File: config.mk
export PLATFORM = sky130hd
export DESIGN_NAME = i2c_master_read_byte
export DESIGN_NICKNAME = d
export VERILOG_FILES = /design/src/rtl/i2c_pkg.sv /design/src/rtl/i2c_master_read_bit.sv /design/src/rtl/i2c_master_read_byte.sv
export SDC_FILE = /design/constraint.sdc
export NUM_CORES = 1
export LEC_CHECK = 0
export ABC_AREA = 0
export BUFFER_PORTS_ARGS = -buffer_cell sky130_fd_sc_hd__clkbuf_2
export CAP_MARGIN = 20
export CORE_MARGIN = 2
export CORE_UTILIZATION = 51
export CTS_CLUSTER_DIAMETER = 150
export DETAILED_ROUTE_END_ITERATION = 10
export PLACE_DENSITY = 0.77
export SLEW_MARGIN = 10
export SYNTH_ARGS = -nofsm -noshare
export SYNTH_HDL_FRONTEND = slang
export SYNTH_HIERARCHICAL = 1
export SYNTH_SLANG_ARGS = --single-unit
File: constraint.sdc
create_clock -name clock -period 4.1 [get_ports clock]
set_input_delay 0.205 -clock clock [delete_from_list [all_inputs] [get_ports clock]]
set_output_delay 0.205 -clock clock [all_outputs]
set_load 0.02 [all_outputs]
File: src/rtl/i2c_pkg.sv
// Shared I2C master definitions: command codes, byte-FSM states and SCL quarter phases.
// The read codes deliberately reuse the byte writer's DATA/ACK encodings.
package i2c_pkg;

    localparam logic [2:0] CMD_READ_DATA = 3'b011;
    localparam logic [2:0] CMD_READ_ACK  = 3'b111;

    typedef enum logic [1:0] {
        ST_IDLE    = 2'd0,
        ST_RD_DATA = 2'd1,
        ST_RD_ACK  = 2'd2,
        ST_DONE    = 2'd3
    } state_t;

    typedef enum logic [1:0] {
        Q0 = 2'd0,
        Q1 = 2'd1,
        Q2 = 2'd2,
        Q3 = 2'd3
    } quarter_t;

    function automatic logic is_read_cmd(input logic [2:0] cmd);
        return (cmd == CMD_READ_DATA) || (cmd == CMD_READ_ACK);
    endfunction

endpackage

File: src/rtl/i2c_master_read_bit.sv
// One receive bit slot: four SCL quarters of CLK_DIV clocks each, with clock-stretch hold in Q1.
// Counters sit at Q0/phase 0 whenever the slot is not enabled.
module i2c_master_read_bit
    import i2c_pkg::*;
#(
    parameter int CLK_DIV = 4
) (
    input  logic clock,
    input  logic reset,
    input  logic enable,
    input  logic scl_in,
    input  logic sda_in,
    output logic scl,
    output logic sample_valid,
    output logic sampled_bit,
    output logic bit_done
);

    localparam int PW = (CLK_DIV > 1) ? $clog2(CLK_DIV) : 1;
    localparam logic [PW-1:0] PH_LAST = PW'(CLK_DIV - 1);

    quarter_t quarter_q, quarter_d;
    logic [PW-1:0] phase_q, phase_d;
    logic ph_last;
    logic stall;

    always_ff @(posedge clock) begin
        if (reset) begin
            quarter_q <= Q0;
            phase_q   <= '0;
        end else begin
            quarter_q <= quarter_d;
            phase_q   <= phase_d;
        end
    end

    // A slave holding SCL low during the released high phase freezes the phase count.
    always_comb begin
        ph_last   = (phase_q == PH_LAST);
        stall     = enable && (quarter_q == Q1) && !scl_in;
        quarter_d = quarter_q;
        phase_d   = phase_q;
        if (!enable) begin
            quarter_d = Q0;
            phase_d   = '0;
        end else if (!stall) begin
            if (ph_last) begin
                phase_d   = '0;
                quarter_d = quarter_t'(quarter_q + 2'd1);
            end else begin
                phase_d = phase_q + PW'(1);
            end
        end
    end

    always_comb begin
        scl          = enable ? ((quarter_q == Q1) || (quarter_q == Q2)) : 1'b1;
        sample_valid = enable && (quarter_q == Q1) && ph_last && !stall;
        sampled_bit  = sda_in;
        bit_done     = enable && (quarter_q == Q3) && ph_last;
    end

endmodule

File: src/rtl/i2c_master_read_byte.sv
// Master-side I2C byte reader: clocks in 8 data bits MSB-first or the slave's ACK bit.
//   state   | meaning
//   IDLE    | waiting for go with a valid read command
//   RD_DATA | clocking 8 data bits into the shift register
//   RD_ACK  | clocking the single ACK/NACK bit
//   DONE    | one-cycle finish pulse, result registers updated
module i2c_master_read_byte
    import i2c_pkg::*;
#(
    parameter int CLK_DIV = 4
) (
    input  logic       clock,
    input  logic       reset,
    input  logic       go,
    input  logic [2:0] command,
    input  logic       scl_in,
    input  logic       sda_in,
    output logic       scl,
    output logic       sda,
    output logic [7:0] data_out,
    output logic       ack,
    output logic       busy,
    output logic       finish
);

    state_t     state_q, state_d;
    logic [2:0] cmd_q, cmd_d;
    logic [2:0] bit_cnt_q, bit_cnt_d;
    logic [7:0] shift_q, shift_d;
    logic       ack_bit_q, ack_bit_d;
    logic [7:0] data_out_q, data_out_d;
    logic       ack_q, ack_d;

    logic bit_enable;
    logic bit_scl;
    logic sample_valid;
    logic sampled_bit;
    logic bit_done;

    assign bit_enable = (state_q == ST_RD_DATA) || (state_q == ST_RD_ACK);

    i2c_master_read_bit #(
        .CLK_DIV (CLK_DIV)
    ) u_bit (
        .clock        (clock),
        .reset        (reset),
        .enable       (bit_enable),
        .scl_in       (scl_in),
        .sda_in       (sda_in),
        .scl          (bit_scl),
        .sample_valid (sample_valid),
        .sampled_bit  (sampled_bit),
        .bit_done     (bit_done)
    );

    always_ff @(posedge clock) begin
        if (reset) begin
            state_q    <= ST_IDLE;
            cmd_q      <= 3'b000;
            bit_cnt_q  <= 3'd0;
            shift_q    <= 8'h00;
            ack_bit_q  <= 1'b0;
            data_out_q <= 8'h00;
            ack_q      <= 1'b0;
        end else begin
            state_q    <= state_d;
            cmd_q      <= cmd_d;
            bit_cnt_q  <= bit_cnt_d;
            shift_q    <= shift_d;
            ack_bit_q  <= ack_bit_d;
            data_out_q <= data_out_d;
            ack_q      <= ack_d;
        end
    end

    always_comb begin
        state_d    = state_q;
        cmd_d      = cmd_q;
        bit_cnt_d  = bit_cnt_q;
        shift_d    = shift_q;
        ack_bit_d  = ack_bit_q;
        data_out_d = data_out_q;
        ack_d      = ack_q;
        case (state_q)
            ST_IDLE: begin
                if (go && is_read_cmd(command)) begin
                    cmd_d   = command;
                    state_d = (command == CMD_READ_ACK) ? ST_RD_ACK : ST_RD_DATA;
                end
            end
            ST_RD_DATA: begin
                if (sample_valid) shift_d = {shift_q[6:0], sampled_bit};
                // Bit counter wraps 7 -> 0 naturally on the final bit.
                if (bit_done) begin
                    bit_cnt_d = bit_cnt_q + 3'd1;
                    if (bit_cnt_q == 3'd7) state_d = ST_DONE;
                end
            end
            ST_RD_ACK: begin
                if (sample_valid) ack_bit_d = sampled_bit;
                if (bit_done) state_d = ST_DONE;
            end
            ST_DONE: begin
                if (cmd_q == CMD_READ_ACK) ack_d = ~ack_bit_q;
                else data_out_d = shift_q;
                state_d = ST_IDLE;
            end
            default: state_d = ST_IDLE;
        endcase
    end

    always_comb begin
        busy     = (state_q != ST_IDLE);
        finish   = (state_q == ST_DONE);
        scl      = bit_scl;
        sda      = 1'b1;
        data_out = data_out_q;
        ack      = ack_q;
    end

endmodule

==> results of run 1 <==
metal layers:
metal | routed length [um] | vias to the layer above | global-route usage [%]
met3 | 109 | 9 | 4.92
met1 | 1140 | 501 | 22.0
li1 | - | 586 | -
met4 | 77 | 0 | 11.5
met5 | 0 | - | 0
met2 | 1270 | 32 | 31.8
registers in the layout (all words and copies together) (netlist names):
signal / flops
u_bit/quarter_q: 2
ack: 1
u_bit/phase_q: 2
data_out: 8
ack_bit_q: 1
shift_q: 8
state_q: 2
bit_cnt_q: 3
cmd_q: 3
cells in the final DEF, fill, tap and decap left out, types with 2 or more instances in the layout:
cell type and count:
and4_2 2, and3_1 3, nor2b_1 2, clkbuf_4 5, nand3_1 22, nand2_1 18, nand2b_1 3, a21oi_1 24
nor3_1 2, mux2i_1 3, dfxtp_1 30, inv_1 8, clkbuf_2 19, nor2_1 6, ha_1 9, o21ai_0 8
logic make-up (layout without fill, tap and decap cells):
group	Yosys count	count (layout)	share of synthesized area, %
adders and majority gates	9	9	8.31
other	1	1	0.277
AOI/OAI and AO/OA	36	36	14.4
DFF	30	30	44.3
xor gates and xnor gates	1	1	0.646
buffers and inverters	17	35	5.91
and+or+nand+nor	62	62	23.1
muxes	4	4	3.05
worst paths after layout:
| kind | from | end | slack [ps] | depth (start not counted) |
|---|---|---|---|---|
| worst min-delay path | command[2] | cmd_q[2]$_SDFFE_PP0P_ | 130 | 3 |
| worst min register to register | cmd_q[1]$_SDFFE_PP0P_ | cmd_q[1]$_SDFFE_PP0P_ | 460 | 2 |
| worst max register to register | state_q[1]$_SDFFE_PP0P_ | state_q[0]$_SDFFE_PP0P_ | 2090 | 6 |
| worst max-delay path | state_q[1]$_SDFFE_PP0P_ | state_q[0]$_SDFFE_PP0P_ | 2090 | 6 |
per-stage QoR:
stage | util, % | area, um2 | power (mW)
global route | 59.9 | 1500 | 0.627
detailed placement | 57.5 | 1440 | 0.421
global placement | 57.5 | 1440 | 0.416
floorplan | - | 1360 | 0.396
finish | 59.9 | 1500 | 0.595
CTS | 59.9 | 1500 | 0.600
power by group through the flow:
stage	sequential (mW)	clock, mW	combinational [mW]
floorplan	0.313	0	0.0834
global placement	0.313	0	0.102
detailed placement	0.314	0	0.107
CTS	0.307	0.186	0.107
global route	0.309	0.201	0.117
finish	0.307	0.181	0.106
critical path, cell delays in order, from the launching register on:
cell and delay (ps):
dfxtp_1 390, inv_1 90, ha_1 410, and3_1 280, nand2_1 70, a221o_1 330
mux2_1 320
area by class of cell:
class	instances	area (um2)	share of cell area, %
Sequential cell	30	601	40.1
Clock inverter	1	5.00	0.334
Inverter	8	30.0	2.01
Tap cell	30	37.5	2.51
Timing Repair Buffer	19	95.1	6.35
Clock buffer	7	55.1	3.68
Multi-Input combinational cell	113	674	45.0
==> impl_metrics.ini, run 1 <==
[die]
die_height_um = 55.5
core_um2 = 2500
die_w_um = 55.5
start_util_pct = 54.2
num_rows = 18
die_area_um2 = 3090
num_io_pins = 21

[global_route]
grt_usage_pct = 19.2
grt_max_degree = 31
grt_pass1_wl_um = 4600
grt_pass1_vias = 1074
antenna_found_initial = 0
grt-ovfl-total = 0

[cts]
worstSkewPairLatency_ps = 330
hold_buffers = 0
cts_buffers = 5
htreeDepth = 2
cts.repair.resized = 0
cts_root_buffer = clkbuf_4
cts_tree = done
cts.sinks = 30
cts_buffer_depth = 2
clk_pin_slew_ps = 90
cts_setup_buffers = 0

[drt]
route.detailed.drc = 0
dr.pass1.iters = 4
drt-initial-drc-count = 16
ant_nets = 0
routed-via-count = 1128
wl_um = 2600
vias_per_cell = 5.42
wl_per_cell_um = 12.5

[synthesis]
synth_nets = 177
synthMostInstantiatedCell = dfxtp_1
yosysWarnings = 6
yosysTopAreaCell = dfxtp_1
yosys_register_bits = 30
async_flop_share_pct = 0
synth_flop_cell = dfxtp_1
avgSynthCellArea_um2 = 8.47
syn-instance-count = 160
synth_area_leaders = dfxtp_1 44%, a21oi_1 8.9%, ha_1 8.3%
synth_common_cells = 30 x dfxtp_1, 24 x a21oi_1, 22 x nand3_1, 18 x nand2_1, 9 x ha_1
synth_area_um2 = 1360
synth-edff-count = 0
yosysUniqueCellTypes = 30
synth_top_area_share_pct = 44.3
ys_seq_area_share_pct = 44.3

[layout]
area_growth_pct = 10.5
n_fill_cell = 220
fin_cells = 208
n_antenna_cell = 0
final_nets = 194
drive_above_1_share_pct = 16.3

[critical_path]
cp_data_required_time_ps = 4310
cp_max_fo = 8
crit_type = register to register
cp-end-kind = register
worstPathArrival_ps = 2220
critPathLaunchType = register

[timing]
fin_skew_ps = 8.08
relSlewSlack_pct = 62.0
min_period_ps = 2010
drv_slew = 0
setup_ws_ps = 2090
setup-tns-final_ps = 0
holdWs_ps = 127
hold_viol = 0
rsz0062_at_grt = false
setup_viol = 0
worst_pin_slew_ps = 569
finalCritPeriodShare_pct = 48.9
fmax_mhz = 499

[placed_design]
gp_congestion = 0.783
post-place-ws_ps = 2130
place_inst = 200
portBuffers = 19
hpwl_um = 1930

[flow_run]
maxCapViolations = 0

[power_and_ir_drop]
switchingPower_mw = 0.172
pwr-share-comb_pct = 17.9
peakVddDrop_uv = 246
p_int_mw = 0.423
p_sw_share_pct = 28.9
p_leak_nw = 0.619
seqPwrFrac_pct = 51.7
pwr-share-clk_pct = 30.5
powerDensity_nw_per_um2 = 397

[outcome]
status = completed

[min_path]
min_path_type = primary input to register
No activity file was read; power rests on OpenSTA's default activity.
==> run 2: changes to the inputs <==
==> constraint.sdc (replaced) <==
create_clock -name clock -period 1.9 [get_ports clock]
set_input_delay 0.095 -clock clock [delete_from_list [all_inputs] [get_ports clock]]
set_output_delay 0.095 -clock clock [all_outputs]
set_load 0.02 [all_outputs]
==> impl_metrics.ini, run 2 (synthesis results as in run 1) <==
[power_and_ir_drop]
powerDensity_nw_per_um2 = 832
pwr-share-comb_pct = 20.5
peakVddDrop_uv = 632
seqPwrFrac_pct = 52.1
pwr-share-clk_pct = 27.3
p_sw_share_pct = 30.7
p_total_mw = 1.28
p_int_mw = 0.885
p_leak_nw = 0.646
switchingPower_mw = 0.393

[cts]
cts_buffers = 5
cts_tree = done
htreeDepth = 2
cts_buffer_depth = 2
clk_pin_slew_ps = 100
cts.sinks = 30
cts_root_buffer = clkbuf_4
worstSkewPairLatency_ps = 320

[layout]
fin_util_pct = 61.5
area_growth_pct = 13.4
mostFrequentLayoutCells = 28 x dfxtp_1, 24 x a21oi_1, 22 x nand3_1
drive_above_1_share_pct = 20.2
fin_area_um2 = 1540
final_common_cell = dfxtp_1
n_antenna_cell = 0
final_nets = 200

[critical_path]
cpMaxStageDelayCell = dfxtp_2
cp_cell_sequence = inv_1, ha_1, and3_2, nand2_1, a221o_1, mux2_1
worstPathArrival_ps = 2020
cp_max_fo = 5
cp_data_required_time_ps = 2110
crit_type = register to register
cp-end-kind = register
cpPeakStageDelay_ps = 360
critPathLaunchType = register

[outcome]
status = completed

[die]
num_io_pins = 21
die_area_um2 = 3090
core_um2 = 2500
die_w_um = 55.5
num_rows = 18
die_height_um = 55.5
start_util_pct = 54.2

[timing]
fmax_mhz = 551
hold_viol = 0
drv_slew = 0
setup-tns-final_ps = 0
worst_pin_slew_ps = 581
relSlewSlack_pct = 61.2
min_period_ps = 1810
setup_viol = 0
finalCritPeriodShare_pct = 95.5
fin_skew_ps = 5.58

[placed_design]
hpwl_um = 1950
portBuffers = 19
gp_congestion = 0.834
dpl_cell_area_um2 = 1480

[global_route]
grt_max_degree = 31
grt_usage_pct = 17.8
grt_pass1_wl_um = 4370
grt_pass1_vias = 1026
grt-ovfl-total = 0
antenna_found_initial = 0

[drt]
route.detailed.drc = 0
ant_nets = 0
routed-via-count = 1192
wl_per_cell_um = 12.8
dr.pass1.iters = 4
drt-initial-drc-count = 50
wl_um = 2730
vias_per_cell = 5.60

[min_path]
min_path_type = primary input to register

[flow_run]
maxCapViolations = 0
-- run 2: through the flow --
stage	setup slack [ps]	std cells	hold WS, ps
final	85.8	213	28.2
after global placement	166	205	338
after floorplan	84.8	160	239
after CTS	25.6	213	13.0
after global routing	-8.48	213	32.2
after detailed placement	48.9	205	345
-- run 2: worst paths after layout --
check / start / to / slack (ps) / depth (start not counted)
hold reg to reg: cmd_q[0]$_SDFFE_PP0P_ / cmd_q[0]$_SDFFE_PP0P_ / 460 / 2
hold / removal: sda_in / shift_q[0]$_SDFFE_PP0P_ / 30 / 3
setup / recovery: state_q[0]$_SDFFE_PP0P_ / state_q[0]$_SDFFE_PP0P_ / 90 / 6
setup reg to reg: state_q[0]$_SDFFE_PP0P_ / state_q[0]$_SDFFE_PP0P_ / 90 / 6
-- run 2: area by class of cell --
cell class,instances,area [um2]
repair buffers,25,143
multi-input cells,113,676
clock inverters,2,10.0
well taps,30,37.5
fillers,217,963
flip-flops and latches,30,603
clock buffers,5,37.5
inverters,8,30.0
-- run 2: power by group through the flow --
stage                     clock (mW)  combinational, mW  sequential, mW
after CTS                      0.358              0.259           0.665
final                          0.349              0.262           0.666
after detailed placement           0              0.255           0.679
after global routing           0.380              0.285           0.671
after global placement             0              0.239           0.676
after floorplan                    0              0.180           0.675
-- run 2: timing repair --
action	CTS	global route
endpoints found under the hold margin	1	0
buffers inserted	0	0
setup endpoints to repair	0	1
resized for setup	0	3
hold buffers	1	0
-- run 2: critical path, delay by kind of cell (launching register included) --
kind	cells	cell delay, ps
flops	1	360
compound gates	1	340
mux	1	330
fa+ha+maj	1	300
simple gates	2	300
buf+inv	1	70
-- run 2: metal layers --
layer	track usage, %	vias up	share of wire, %
met1	20.8	555	45
met5	0	-	0
met3	6.79	6	5.5
met2	29.3	32	48
li1	-	599	-
met4	6.97	0	1.8
==> run 3: changes to the inputs <==
--- a/config.mk
+++ b/config.mk
@@ -13,6 +13,7 @@
 export CTS_CLUSTER_DIAMETER = 150
 export DETAILED_ROUTE_END_ITERATION = 10
 export PLACE_DENSITY = 0.77
+export SETUP_SLACK_MARGIN = 0.5
 export SLEW_MARGIN = 10
 export SYNTH_ARGS = -nofsm -noshare
 export SYNTH_HDL_FRONTEND = slang
==> impl_metrics.ini, run 3 (synthesis results as in run 1) <==
[cts]
cts_tree = done
clk_pin_slew_ps = 100
htreeDepth = 2
cts.sinks = 30
cts_buffer_depth = 2
cts_root_buffer = clkbuf_4
cts_buffers = 5
worstSkewPairLatency_ps = 340

[layout]
n_antenna_cell = 0
final_nets = 208
mostFrequentLayoutCells = 28 x dfxtp_1, 20 x a21oi_1, 19 x nand3_1
fin_cells = 222
fin_util_pct = 69.6
area_growth_pct = 28.3
drive_above_1_share_pct = 33.3
n_fill_cell = 193
final_common_cell = dfxtp_1

[power_and_ir_drop]
pwr-share-clk_pct = 27.4
p_sw_share_pct = 30.2
p_int_mw = 1.03
p_leak_nw = 0.725
seqPwrFrac_pct = 45.3
powerDensity_nw_per_um2 = 846
pwr-share-comb_pct = 27.3
peakVddDrop_uv = 823
p_total_mw = 1.47
switchingPower_mw = 0.444

[timing]
rsz0062_at_grt = true
fmax_mhz = 612
drv_slew = 0
fin_skew_ps = 10.7
setup-tns-final_ps = 0
finalCritPeriodShare_pct = 86.1
setup_viol = 0
relSlewSlack_pct = 58.4
hold_viol = 0
min_period_ps = 1640
worst_pin_slew_ps = 624

[global_route]
grt-ovfl-total = 0
antenna_found_initial = 0
grt_max_degree = 31
grt_usage_pct = 19.3
grt_pass1_vias = 1136
grt_pass1_wl_um = 4630

[flow_run]
maxCapViolations = 0

[critical_path]
r2r-end = state_q[0]$_SDFFE_PP0P_
cp_max_fo = 3
cpPeakStageDelay_ps = 340
cp_cell_sequence = inv_2, ha_4, and3_4, nand2_2, a221o_1, mux2_4
cpMaxStageDelayCell = dfxtp_2
crit_type = register to register
setup.worst_path.start = state_q[0]$_SDFFE_PP0P_
r2r_setup_slack_ps = 260
cp_num_buf_inv = 1
cp_data_required_time_ps = 2130
rr_worst_depth = 6
critPathLaunchType = register
cp_top_family = flip-flops
cp-end-kind = register
worstReg2RegStart = state_q[0]$_SDFFE_PP0P_
worstPathArrival_ps = 1870

[drt]
vias_per_cell = 5.64
ant_nets = 0
route.detailed.drc = 0
wl_um = 3040
met2_length_um = 1620
dr.pass1.iters = 4
top_layer = met4
wl_met3_um = 170
routed-via-count = 1251
drt-initial-drc-count = 37
route.layer.met1.wl_um = 1190
wl_per_cell_um = 13.7

[outcome]
status = completed

[placed_design]
portBuffers = 19
hpwl_um = 1920
gp_congestion = 0.782
place_inst = 202

[min_path]
min_from = command[2]
hold_end = cmd_q[2]$_SDFFE_PP0P_
min_path_type = primary input to register
hold_path_depth = 3

[die]
num_io_pins = 21
die_height_um = 55.5
die_area_um2 = 3090
die_w_um = 55.5
core_um2 = 2500
num_rows = 18
start_util_pct = 54.2
## run 3: changes by cell type in the layout (fill, tap and decap cells not counted), sizes merged
cell    before  now
buf          5   14
clkbuf      24   25
clkinv       2    1
## run 3: worst reg2reg max path, delay by kind of cell (launching register included)
kind	cells	cell delay (ps)
AOI/OAI and AO/OA	1	330
DFF	1	340
muxes	1	300
buffers and inverters	1	50
adders and majority gates	1	260
and+or+nand+nor	2	240
## run 3: what timing repair did
item / 4_1_cts / 5_1_grt
setup buffers: 6 / 4
gates cloned: 1 / 0
resized for setup: 11 / 19
hold endpoints to repair: 2 / 0
setup endpoints to repair: 16 / 15
hold buffers: 1 / 0
pin swaps: 5 / 9
## run 3: power by group through the flow
stage / sequential [mW] / clock, mW / combinational [mW]
after floorplan: 0.679 / 0 / 0.203
after global placement: 0.680 / 0 / 0.254
after detailed placement: 0.683 / 0 / 0.264
after CTS: 0.666 / 0.408 / 0.330
after global routing: 0.670 / 0.437 / 0.439
final: 0.667 / 0.403 / 0.402
## run 3: per-stage QoR
step | hold slack (ps) | worst slack, ps | cell area, um2
final | 28.3 | 265 | 1740
after global routing | 26.0 | 210 | 1740
after CTS | 32.8 | 273 | 1640
after detailed placement | 362 | 163 | 1470
after global placement | 344 | 205 | 1470
after floorplan | 239 | 238 | 1380
## run 3: final cells by class
type                       count  area [um2]  area share, %
clock inverter                 1        5.00          0.288
multi-input combinational    113         785           45.1
inverter                       8        30.0           1.73
tap                           30        37.5           2.16
sequential                    30         603           34.7
timing repair buffer          33         224           12.9
clock buffer                   7        55.1           3.17
## run 3: worst max-delay path by stage
stage                                    to  slack [ps]  depth (start not counted)
floorplan           state_q[0]$_SDFFE_PP0P_         240                          6
global placement    state_q[0]$_SDFFE_PP0P_         210                          6
finish              state_q[0]$_SDFFE_PP0P_         260                          6
CTS                 state_q[0]$_SDFFE_PP0P_         270                          6
global route        state_q[0]$_SDFFE_PP0P_         210                          6
detailed placement  state_q[0]$_SDFFE_PP0P_         160                          6
## run 3: routing by layer
metal / vias to the layer above / GRT usage [%]
met1: 593 / 19.0
met5: - / 0
li1: 613 / -
met2: 35 / 35.0
met4: 0 / 9.06
met3: 10 / 7.73
